File: src/rtl/row_instr_dispatcher_pkg.sv
// rtl/row_instr_dispatcher_pkg.sv - shared types and widths for the row instruction dispatcher
package row_instr_dispatcher_pkg;

    typedef enum logic [2:0] {
        IDLE,
        LOAD,
        CALL,
        WAIT_RET,
        DONE
    } state_t;

    // Width needed to hold the guard count; never narrower than one bit.
    function automatic int guard_width(input int guard);
        return (guard < 1) ? 1 : $clog2(guard + 1);
    endfunction

    localparam int DEFAULT_GUARD = 4;
    localparam int GUARD_CNT_W   = guard_width(DEFAULT_GUARD);
    localparam int TMO_CNT_W     = 32;

endpackage

File: src/rtl/row_instr_dispatcher.sv
// rtl/row_instr_dispatcher.sv - drives one fabric row's instruction chain and call/ret handshake
module row_instr_dispatcher
    import row_instr_dispatcher_pkg::*;
#(
    parameter int COLS             = 2,
    parameter int INSTR_DATA_WIDTH = 27,
    parameter int INSTR_ADDR_WIDTH = 4,
    parameter int INSTR_HOPS_WIDTH = 4,
    parameter int GUARD            = DEFAULT_GUARD,
    parameter int TIMEOUT          = 1024
) (
    input  logic                        clk,
    input  logic                        rst,
    input  logic                        s_valid,
    output logic                        s_ready,
    input  logic [INSTR_DATA_WIDTH-1:0] s_data,
    input  logic [INSTR_ADDR_WIDTH-1:0] s_addr,
    input  logic [INSTR_HOPS_WIDTH-1:0] s_col,
    input  logic                        s_last,
    output logic [INSTR_DATA_WIDTH-1:0] instr_data_out,
    output logic [INSTR_ADDR_WIDTH-1:0] instr_addr_out,
    output logic [INSTR_HOPS_WIDTH-1:0] instr_hops_out,
    output logic                        instr_en_out,
    output logic                        call_out,
    input  logic                        ret_in,
    output logic                        busy,
    output logic                        done,
    output logic                        err_col,
    output logic                        timeout
);

    localparam int GW = guard_width(GUARD);

    state_t               state;
    state_t               next_state;
    logic [GW-1:0]        guard_cnt;
    logic [GW-1:0]        guard_nxt;
    logic [TMO_CNT_W-1:0] tmo_cnt;
    logic [TMO_CNT_W-1:0] tmo_nxt;
    logic                 xfer;
    logic                 col_ok;
    logic                 tmo_hit;
    logic                 tmo_fire;

    // s_ready is only high in IDLE/LOAD, so a transfer implies an accepting state.
    assign xfer    = s_valid & s_ready;
    assign col_ok  = 32'(s_col) < 32'(COLS);
    assign tmo_hit = (TIMEOUT != 0) && (tmo_cnt == 32'(TIMEOUT));

    // Next-state logic: load, one-cycle call, guarded wait for ret, one-cycle done.
    always_comb begin
        next_state = state;
        guard_nxt  = guard_cnt;
        tmo_nxt    = tmo_cnt;
        tmo_fire   = 1'b0;
        case (state)
            IDLE, LOAD: begin
                if (xfer) begin
                    next_state = s_last ? CALL : LOAD;
                end
            end
            CALL: begin
                next_state = WAIT_RET;
                guard_nxt  = GW'(GUARD);
                tmo_nxt    = '0;
            end
            WAIT_RET: begin
                tmo_nxt = tmo_cnt + 32'd1;
                if (guard_cnt != '0) begin
                    guard_nxt = guard_cnt - GW'(1);
                end else if (ret_in) begin
                    next_state = DONE;
                end
                // A ret seen on the same cycle as the timeout takes priority.
                if (next_state == WAIT_RET && tmo_hit) begin
                    next_state = IDLE;
                    tmo_fire   = 1'b1;
                end
            end
            DONE: begin
                next_state = IDLE;
            end
            default: begin
                next_state = IDLE;
            end
        endcase
    end

    // State, counters and the registered output stage.
    always_ff @(posedge clk) begin
        if (rst) begin
            state          <= IDLE;
            guard_cnt      <= '0;
            tmo_cnt        <= '0;
            s_ready        <= 1'b0;
            busy           <= 1'b0;
            instr_data_out <= '0;
            instr_addr_out <= '0;
            instr_hops_out <= '0;
            instr_en_out   <= 1'b0;
            call_out       <= 1'b0;
            done           <= 1'b0;
            err_col        <= 1'b0;
            timeout        <= 1'b0;
        end else begin
            state        <= next_state;
            guard_cnt    <= guard_nxt;
            tmo_cnt      <= tmo_nxt;
            s_ready      <= (next_state == IDLE) || (next_state == LOAD);
            busy         <= (next_state != IDLE);
            instr_en_out <= xfer & col_ok;
            err_col      <= xfer & ~col_ok;
            if (xfer && col_ok) begin
                instr_data_out <= s_data;
                instr_addr_out <= s_addr;
                instr_hops_out <= s_col;
            end
            call_out <= (state == CALL);
            done     <= (state == DONE);
            timeout  <= tmo_fire;
        end
    end

endmodule
File: config.mk
export PLATFORM = sky130hd
export DESIGN_NAME = row_instr_dispatcher
export DESIGN_NICKNAME = d
export VERILOG_FILES = /design/src/rtl/row_instr_dispatcher_pkg.sv /design/src/rtl/row_instr_dispatcher.sv
export SDC_FILE = /design/constraint.sdc
export NUM_CORES = 1
export LEC_CHECK = 0
export ABC_CLOCK_PERIOD_IN_PS = 2310
export BUFFER_PORTS_ARGS = -buffer_cell sky130_fd_sc_hd__buf_4
export CAP_MARGIN = 20
export CORE_AREA = 2 2 83 85
export CTS_CLUSTER_DIAMETER = 200
export DETAILED_ROUTE_END_ITERATION = 6
export DIE_AREA = 0 0 85 87
export PLACE_DENSITY = 0.78
export SLEW_MARGIN = 20
export SYNTH_ARGS = -nofsm -noshare
export SYNTH_HDL_FRONTEND = slang
export SYNTH_SLANG_ARGS = --single-unit
export TNS_END_PERCENT = 10
File: constraint.sdc
create_clock -name clk -period 2.31 [get_ports clk]
set_input_delay 0.462 -clock clk [delete_from_list [all_inputs] [get_ports clk]]
set_output_delay 0.462 -clock clk [all_outputs]
set_load 0.005 [all_outputs]
* Word level (Yosys, flattened, before mapping) *
Index checks and enable logic that the tools add are counted.

storage, ports and cells
  register bits after elaboration = 80
  bits of input ports = 40
  output and inout port bits = 42

operators by class
  add/sub/neg operators = 2
  $lt $le $gt $ge = 1
  equal/unequal tests = 8
  multiplexer cells = 11
  bitwise gates (word level) = 5
  reduce and logical (&&, ||, !) cells = 11

operators with widths
  cell                                                                           count
  32-bit case mux with 2 select lines                                            1
  32-bit by 1-bit adder with 32-bit output (second input constant)               1
  32-bit by 11-bit == test with 1-bit output (second input constant)             1
  3-bit two-way mux                                                              6
  3-bit by 2-bit == test with 1-bit output (second input constant)               3
  3-bit case mux with 3 select lines                                             1
  3-bit by 1-bit == test with 1-bit output (second input constant)               2
  3-bit zero test                                                                2
  3-bit case mux with 2 select lines                                             1
  3-bit nonzero test                                                             2
  4-bit by 2-bit less-than comparator with 1-bit output (second input constant)  1
  2-bit OR reduction                                                             2
  1-bit AND                                                                      3
  3-bit == test (second input constant)                                          1
  3-bit by 1-bit subtractor with 3-bit output (second input constant)            1
  1-bit logical AND                                                              2
  2-bit two-way mux                                                              1
  2-bit != test (second input constant)                                          1
  1-bit NOT                                                                      2
  2-bit AND reduction                                                            1
  2-bit nonzero test                                                             1
  1-bit logical OR                                                               1
  1-bit two-way mux                                                              1

* Depth between registers and ports, before layout *
Gate-level depths: netlist (run 1).

  depth after elaboration = 9
  mapped depth = 7
  gate-level depth less buffers = 6

* Least setup slack after synthesis (run 1) *
No wires, ideal clock.

  path type = register -> register
  start point = register state[2]
  end point = register tmo_cnt[27]
  library setup time = 70 ps
  data arrival time = 1825 ps
  setup slack = 414 ps
  cell stages (with the launch flop) = 6
  path buffers = 1
  cells stage by stage = dfxtp_1 -> nand4b_2 -> or4_1 -> buf_2 -> or4_1 -> a21oi_1

between the ends
  longest elaborated chain between the ends = 2
  elaborated cells between the ends (all ways) = 4
  classes of those cells = eq/ne: 2; mux: 1; reduce/logical: 1

ends and longest elaborated chain
  what                                                                       line                         text
  start, declared                                                            row_instr_dispatcher.sv:34   state_t state;
  start signal, assigned                                                     row_instr_dispatcher.sv:106  state <= next_state;
  3-bit by 2-bit == test with 1-bit output                                   row_instr_dispatcher.sv:56   case (state)
  32-bit case mux with 2 select lines or 2-bit nonzero test (tied branches)  -
  end signal, assigned                                                       row_instr_dispatcher.sv:108  tmo_cnt <= tmo_nxt;
  end, declared                                                              row_instr_dispatcher.sv:38   logic [TMO_CNT_W-1:0] tmo_cnt;

Parallel ways exist; a longest one is shown, timed or not.
A chain may end at the register's enable or synchronous reset.

* Worst setup path in the final report (run 1) *
Same ends and word-level chain as after synthesis.

==> impl_metrics.tcl, run 1 <==
set metrics [dict create \
    worstMarginPinSlew_ns 0.534 \
    intPower_uw 1920 \
    rsz0062_at_grt "no" \
    port_buffers 81 \
    p_clk_frac 0.382 \
    drive_gt1_frac 0.230 \
    final_common_cell "buf_4" \
    worst-setup-path-type "reg2reg" \
    cts_buffers 9 \
    hpwl_um 5800 \
    first_pass_iters 6 \
    gp_congestion 0.916 \
    die-area_sq_mm 0.00740 \
    grt_max_degree 37 \
    hold_path_depth 3 \
    finalCritPeriodShare 0.912 \
    clock_sinks 80 \
    crit_path_end_kind "flop" \
    max-slew-margin-rel 0.642 \
    clk_pin_slew_ns 0.09 \
    finClkSkew_ns 0.00934 \
    layout_min_cycle_time_ns 2.11 \
    syn_avg_cell_area_sq_um 8.16 \
    seqPwrFrac 0.548 \
    drv_cap 0 \
    ys_seq_area_frac 0.478 \
    fill_cells 580 \
    final-max-slew-violation-count 0 \
    ctsLongestPathBuffers 2 \
    status "finished clean" \
    drc 0 \
    power_switching_uw 648 \
    netlist_top_cells_area "dfxtp_1 48%, a21oi_1 9.4%, nand2_1 9.4%" \
    syn_area_sq_mm 0.00335 \
    diodes 0 \
    drt_wl_total_um 8140 \
    cp-endpoint "tmo_cnt[27]" \
    mostFrequentLayoutCells "92 x buf_4, 84 x nand2_1, 80 x dfxtp_1" \
    grt_usage 0.227 \
    yosysTopAreaCellShare 0.478 \
    drtIter0Drc 132 \
    start_util 0.510 \
    wl_per_cell_um 14.1 \
    finalSetupViolations 0 \
    ff2ff_path_depth 5 \
    area_delta_synth_final_pct 26.7 \
    ir_drop_uv 449 \
    die_y_um 87 \
    synthCells 411 \
    setup.worst_path.start_class "flop" \
    yosysTopAreaCell "dfxtp_1" \
    crit_fanout 19 \
    cts_root_buffer "clkbuf_8" \
    grt_antenna_before_repair 0 \
    required_ns 2.59 \
    switching_share 0.252 \
    cp-startpoint "state[2]" \
    htree_levels 3 \
    p_per_area_mw_per_mm2 604 \
    route.vias.total 3214 \
    detail-route-antenna-nets 0 \
    cp.arrival_ns 2.38 \
    r2r-end "tmo_cnt[27]" \
    core_sq_mm 0.00657 \
    postCtsHoldBufs 0 \
    final_nets 535 \
    ys_ff_latch 80 \
    viasPerCell 5.58 \
    insertion_delay_ns 0.35 \
    ys_types 41 \
    grt_pass1_vias 2929 \
    cts_resized 0 \
    grt-ovfl-total 0 \
    synthesis.nets 455 \
    reg2reg_slack_ns 0.20 \
    cts_tree "yes" \
    hold_viol_final 0 \
    post_cts_buffers 0 \
    fmax_ghz 0.475 \
    worstHoldStart "s_data[18]" \
    io_pins 82 \
    p_leak_uw 0.00156 \
    setup_tns_ns 0 \
    critical_path.reg2reg.startpoint "state[2]" \
    synth_warnings 0 \
    row_count 30 \
    die_width_um 85 \
    hp-class "in2reg" \
    hold_ws_ns 0.347 \
    grt_pass1_wl_um 13500 \
    pwr-share-comb 0.071 \
]
final cells by class:
| class | count | area [sq um] | area share |
|---|---|---|---|
| sequential | 80 | 1600 | 0.377 |
| clock buffer | 10 | 138 | 0.0324 |
| multi-input combinational | 296 | 1600 | 0.378 |
| timing repair buffer | 93 | 711 | 0.167 |
| inverter | 11 | 41.3 | 0.00973 |
| tap | 80 | 100 | 0.0236 |
| clock inverter | 6 | 50.0 | 0.0118 |
how the worst min path moves through the flow:
stage | slack [ns] | end
floorplan | 0.45 | guard_cnt[2]
global placement | 0.44 | instr_data_out[19]
detailed placement | 0.45 | instr_data_out[26]
CTS | 0.33 | instr_data_out[7]
global route | 0.34 | instr_data_out[15]
finish | 0.35 | instr_data_out[18]
cells in the mapped netlist:
| cell type | count |
|---|---|
| mux2i_1 | 1 |
| buf_4 | 2 |
| o31ai_1 | 11 |
| and4_1 | 2 |
| a21oi_1 | 63 |
| nand4b_2 | 1 |
| or4b_2 | 1 |
| or2_2 | 1 |
| a21o_1 | 2 |
| or4_4 | 1 |
| o21ai_1 | 1 |
| nor3b_1 | 3 |
| buf_1 | 1 |
| nor2b_1 | 3 |
| nor4_1 | 9 |
| o21ai_0 | 14 |
| and2_1 | 1 |
| ha_1 | 4 |
| nand3b_1 | 1 |
| a41oi_1 | 1 |
| xor2_1 | 1 |
| nand2b_1 | 3 |
| buf_6 | 1 |
| xnor2_1 | 4 |
| and3_1 | 6 |
| buf_2 | 2 |
| nor4b_1 | 2 |
| inv_1 | 11 |
| a31oi_1 | 4 |
| nor2_1 | 13 |
| a2111oi_0 | 1 |
| o31a_1 | 1 |
| nand4_1 | 10 |
| nor3_1 | 10 |
| nand2_1 | 84 |
| clkbuf_1 | 18 |
| or3_1 | 9 |
| a211oi_1 | 1 |
| dfxtp_1 | 80 |
| nand3_1 | 12 |
| or4_1 | 15 |
routing by layer:
| metal | GRT usage | vias up | part of all wire |
|---|---|---|---|
| met5 | 0 | - | 0 |
| met4 | 0.0924 | 0 | 0.012 |
| li1 | - | 1622 | - |
| met3 | 0.0635 | 7 | 0.062 |
| met1 | 0.280 | 1502 | 0.44 |
| met2 | 0.377 | 83 | 0.48 |
cells by family (layout without fill, tap and decap cells):
logic type      after synthesis  in the layout  synth area share
compound gates               99             99             0.163
xor+xnor                      5              5            0.0131
flops                        80             80             0.478
buf+inv                      35            120            0.0444
fa+ha+maj                     4              4            0.0149
mux                           1              1           0.00299
simple gates                187            187             0.284
registers in the layout (all words and copies together) (netlist names):
signal / cells
call_out: 1
instr_addr_out: 4
tmo_cnt: 32
guard_cnt: 3
timeout: 1
instr_data_out: 27
busy: 1
done: 1
instr_hops_out: 4
state: 3
err_col: 1
instr_en_out: 1
s_ready: 1
worst max-delay path, stage by stage (launching register included):
cell      delay, ns
dfxtp_1        0.37
nand4b_2       0.27
or4_1          0.52
buf_4          0.20
or4_1          0.50
a21oi_1        0.17
power by group through the flow:
stage | logic, uW | registers (uW) | clock network (uW)
CTS | 183 | 1410 | 1010
floorplan | 73.3 | 1440 | 0
global route | 200 | 1410 | 1060
detailed placement | 182 | 1440 | 0
global placement | 180 | 1440 | 0
finish | 182 | 1400 | 979
through the flow:
stage                     setup slack, ns   util  instance area, sq um  instances  power, uW
final                               0.204  0.646                  4250        576       2570
after global routing               0.0852  0.646                  4250        576       2660
after CTS                           0.202  0.646                  4250        576       2590
after detailed placement            0.227  0.618                  4060        560       1620
after global placement              0.277  0.618                  4060        560       1620
after floorplan                     0.414      -                  3350        411       1510
Note: power is estimated with default switching activity, not from simulation.
==> run 2: changes to the inputs <==
Settings changed: ABC_CLOCK_PERIOD_IN_PS 2310 to 1850, CORE_AREA 2 2 83 85 to 2 2 87 89, DIE_AREA 0 0 85 87 to 0 0 89 91, PLACE_DENSITY 0.78 to 0.74.
Clock period 2.31 ns to 1.85 ns, I/O delays scaled along.
==> impl_metrics.tcl, run 2 (synthesis results as in run 1) <==
set metrics [dict create \
    core_sq_mm 0.00714 \
    gp_congestion 0.831 \
    stdcell_count 628 \
    hp-class "in2reg" \
    rsz0062_at_grt "yes" \
    mostFrequentLayoutCells "122 x buf_4, 84 x nand2_1, 65 x dfxtp_1" \
    die_y_um 91 \
    clock_sinks 80 \
    final-max-slew-violation-count 0 \
    grt_max_degree 33 \
    drt_wl_total_um 9120 \
    first_pass_iters 5 \
    grt-ovfl-total 0 \
    drc 0 \
    diodes 0 \
    die_width_um 89 \
    drv_cap 0 \
    ir_drop_uv 447 \
    final_nets 569 \
    wl_met1_um 3770 \
    power_uw 3270 \
    viasPerCell 5.44 \
    cts_tree "yes" \
    required_ns 2.14 \
    violations "negative setup slack" \
    crit_path_end_kind "flop" \
    row_count 31 \
    cp_slowest_stage_delay_ns 0.58 \
    layout_min_cycle_time_ns 1.91 \
    crit_family "simple AND/OR/NAND/NOR gates" \
    grt_pass1_wl_um 14800 \
    finish.utilization 0.658 \
    hpwl_um 6280 \
    cpMostUsedCell "or4_4" \
    postCtsHoldBufs 0 \
    fmax_ghz 0.524 \
    grt_antenna_before_repair 0 \
    cp.arrival_ns 2.20 \
    critical_path.cell_chain "nand4b_4 > or4_4 > buf_8 > or4_4 > a21oi_2" \
    insertion_delay_ns 0.35 \
    area_delta_synth_final_pct 40.1 \
    clk_pin_slew_ns 0.09 \
    finClkSkew_ns 0.00846 \
    final_common_cell "buf_4" \
    finalCritPeriodShare 1.03 \
    dpl_worst_slack_ns -0.0730 \
    grt_pass1_vias 3319 \
    hold_viol_final 0 \
    worst-setup-path-type "reg2reg" \
    fill_cells 638 \
    status "finished with violations" \
    area.sequential_sq_mm 0.00162 \
    top_register "tmo_cnt" \
    cp_num_buf_inv 1 \
    worstMarginPinSlew_ns 0.366 \
    p_leak_uw 0.00180 \
    setup_tns_ns -0.0917 \
    drive_gt1_frac 0.342 \
    crit_fanout 7 \
    io_pins 82 \
    route.vias.total 3418 \
    die-area_sq_mm 0.00810 \
    drtIter0Drc 117 \
    start_util 0.470 \
    wl_per_cell_um 14.5 \
    finalSetupViolations 3 \
    critical_path.slowest_cell "or4_4" \
    cts_root_buffer "clkbuf_8" \
    met3_length_um 648 \
    top_regs "tmo_cnt x32, instr_data_out x27" \
    multi_input_area_sq_mm 0.00171 \
    htree_levels 3 \
    fin_ws_ns -0.0595 \
    max-slew-margin-rel 0.750 \
    setup.worst_path.start_class "flop" \
    met2_length_um 4520 \
    largest_register_ffs 32 \
    cts_buffers 9 \
    grt_usage 0.231 \
    top_layer_used "met4" \
    p_per_area_mw_per_mm2 697 \
    dpl.cell_count 609 \
    port_buffers 81 \
    ctsLongestPathBuffers 2 \
    detail-route-antenna-nets 0 \
]
-- run 2: changes by cell type in the layout (fill, tap and decap cells not counted), sizes merged --
cell / before / now
inv: 15 / 11
bufinv: 0 / 1
buf: 93 / 126
clkinv: 0 / 3
-- run 2: cell type report --
cell class | count | share of cell area
clock buffer | 9 | 0.0264
clock inverter | 6 | 0.0152
inverter | 11 | 0.00880
multi-input combinational | 296 | 0.364
sequential | 80 | 0.345
tap | 99 | 0.0264
timing repair buffer | 127 | 0.215
-- run 2: tightest hold or removal path: stages --
cell and delay (ns):
buf_4 0.11, nand2_1 0.04, a21oi_1 0.05
-- run 2: final timing paths --
kind / slack, ns / end / depth (start not counted) / from
max reg2reg: -0.06 / tmo_cnt[19] / 5 / state[2]
min: 0.25 / instr_data_out[18] / 3 / s_data[18]
min reg2reg: 0.46 / instr_addr_out[1] / 2 / instr_addr_out[1]
max: -0.06 / tmo_cnt[19] / 5 / state[2]
-- run 2: through the flow --
step | hold slack, ns | area [sq um]
after global routing | 0.239 | 4690
after floorplan | 0.450 | 3370
after CTS | 0.242 | 4550
final | 0.254 | 4690
after global placement | 0.443 | 4330
after detailed placement | 0.447 | 4330
-- run 2: layer usage --
metal | vias to the layer above | track usage
met5 | - | 0
met4 | 0 | 0.0821
met3 | 16 | 0.0800
met2 | 106 | 0.377
met1 | 1602 | 0.278
li1 | 1694 | -
-- run 2: report_power, final --
group | internal [uW] | switching [uW]
Combinational | 119 | 123
Clock | 622 | 655
Sequential | 1740 | 13.0
Total | 2480 | 791
-- run 2: what timing repair did --
action,4_1_cts,5_1_grt
endpoints found under the setup margin,11,17
pin swaps,0,20
buffers inserted,0,3
cloned,0,1
gates resized for setup,7,30
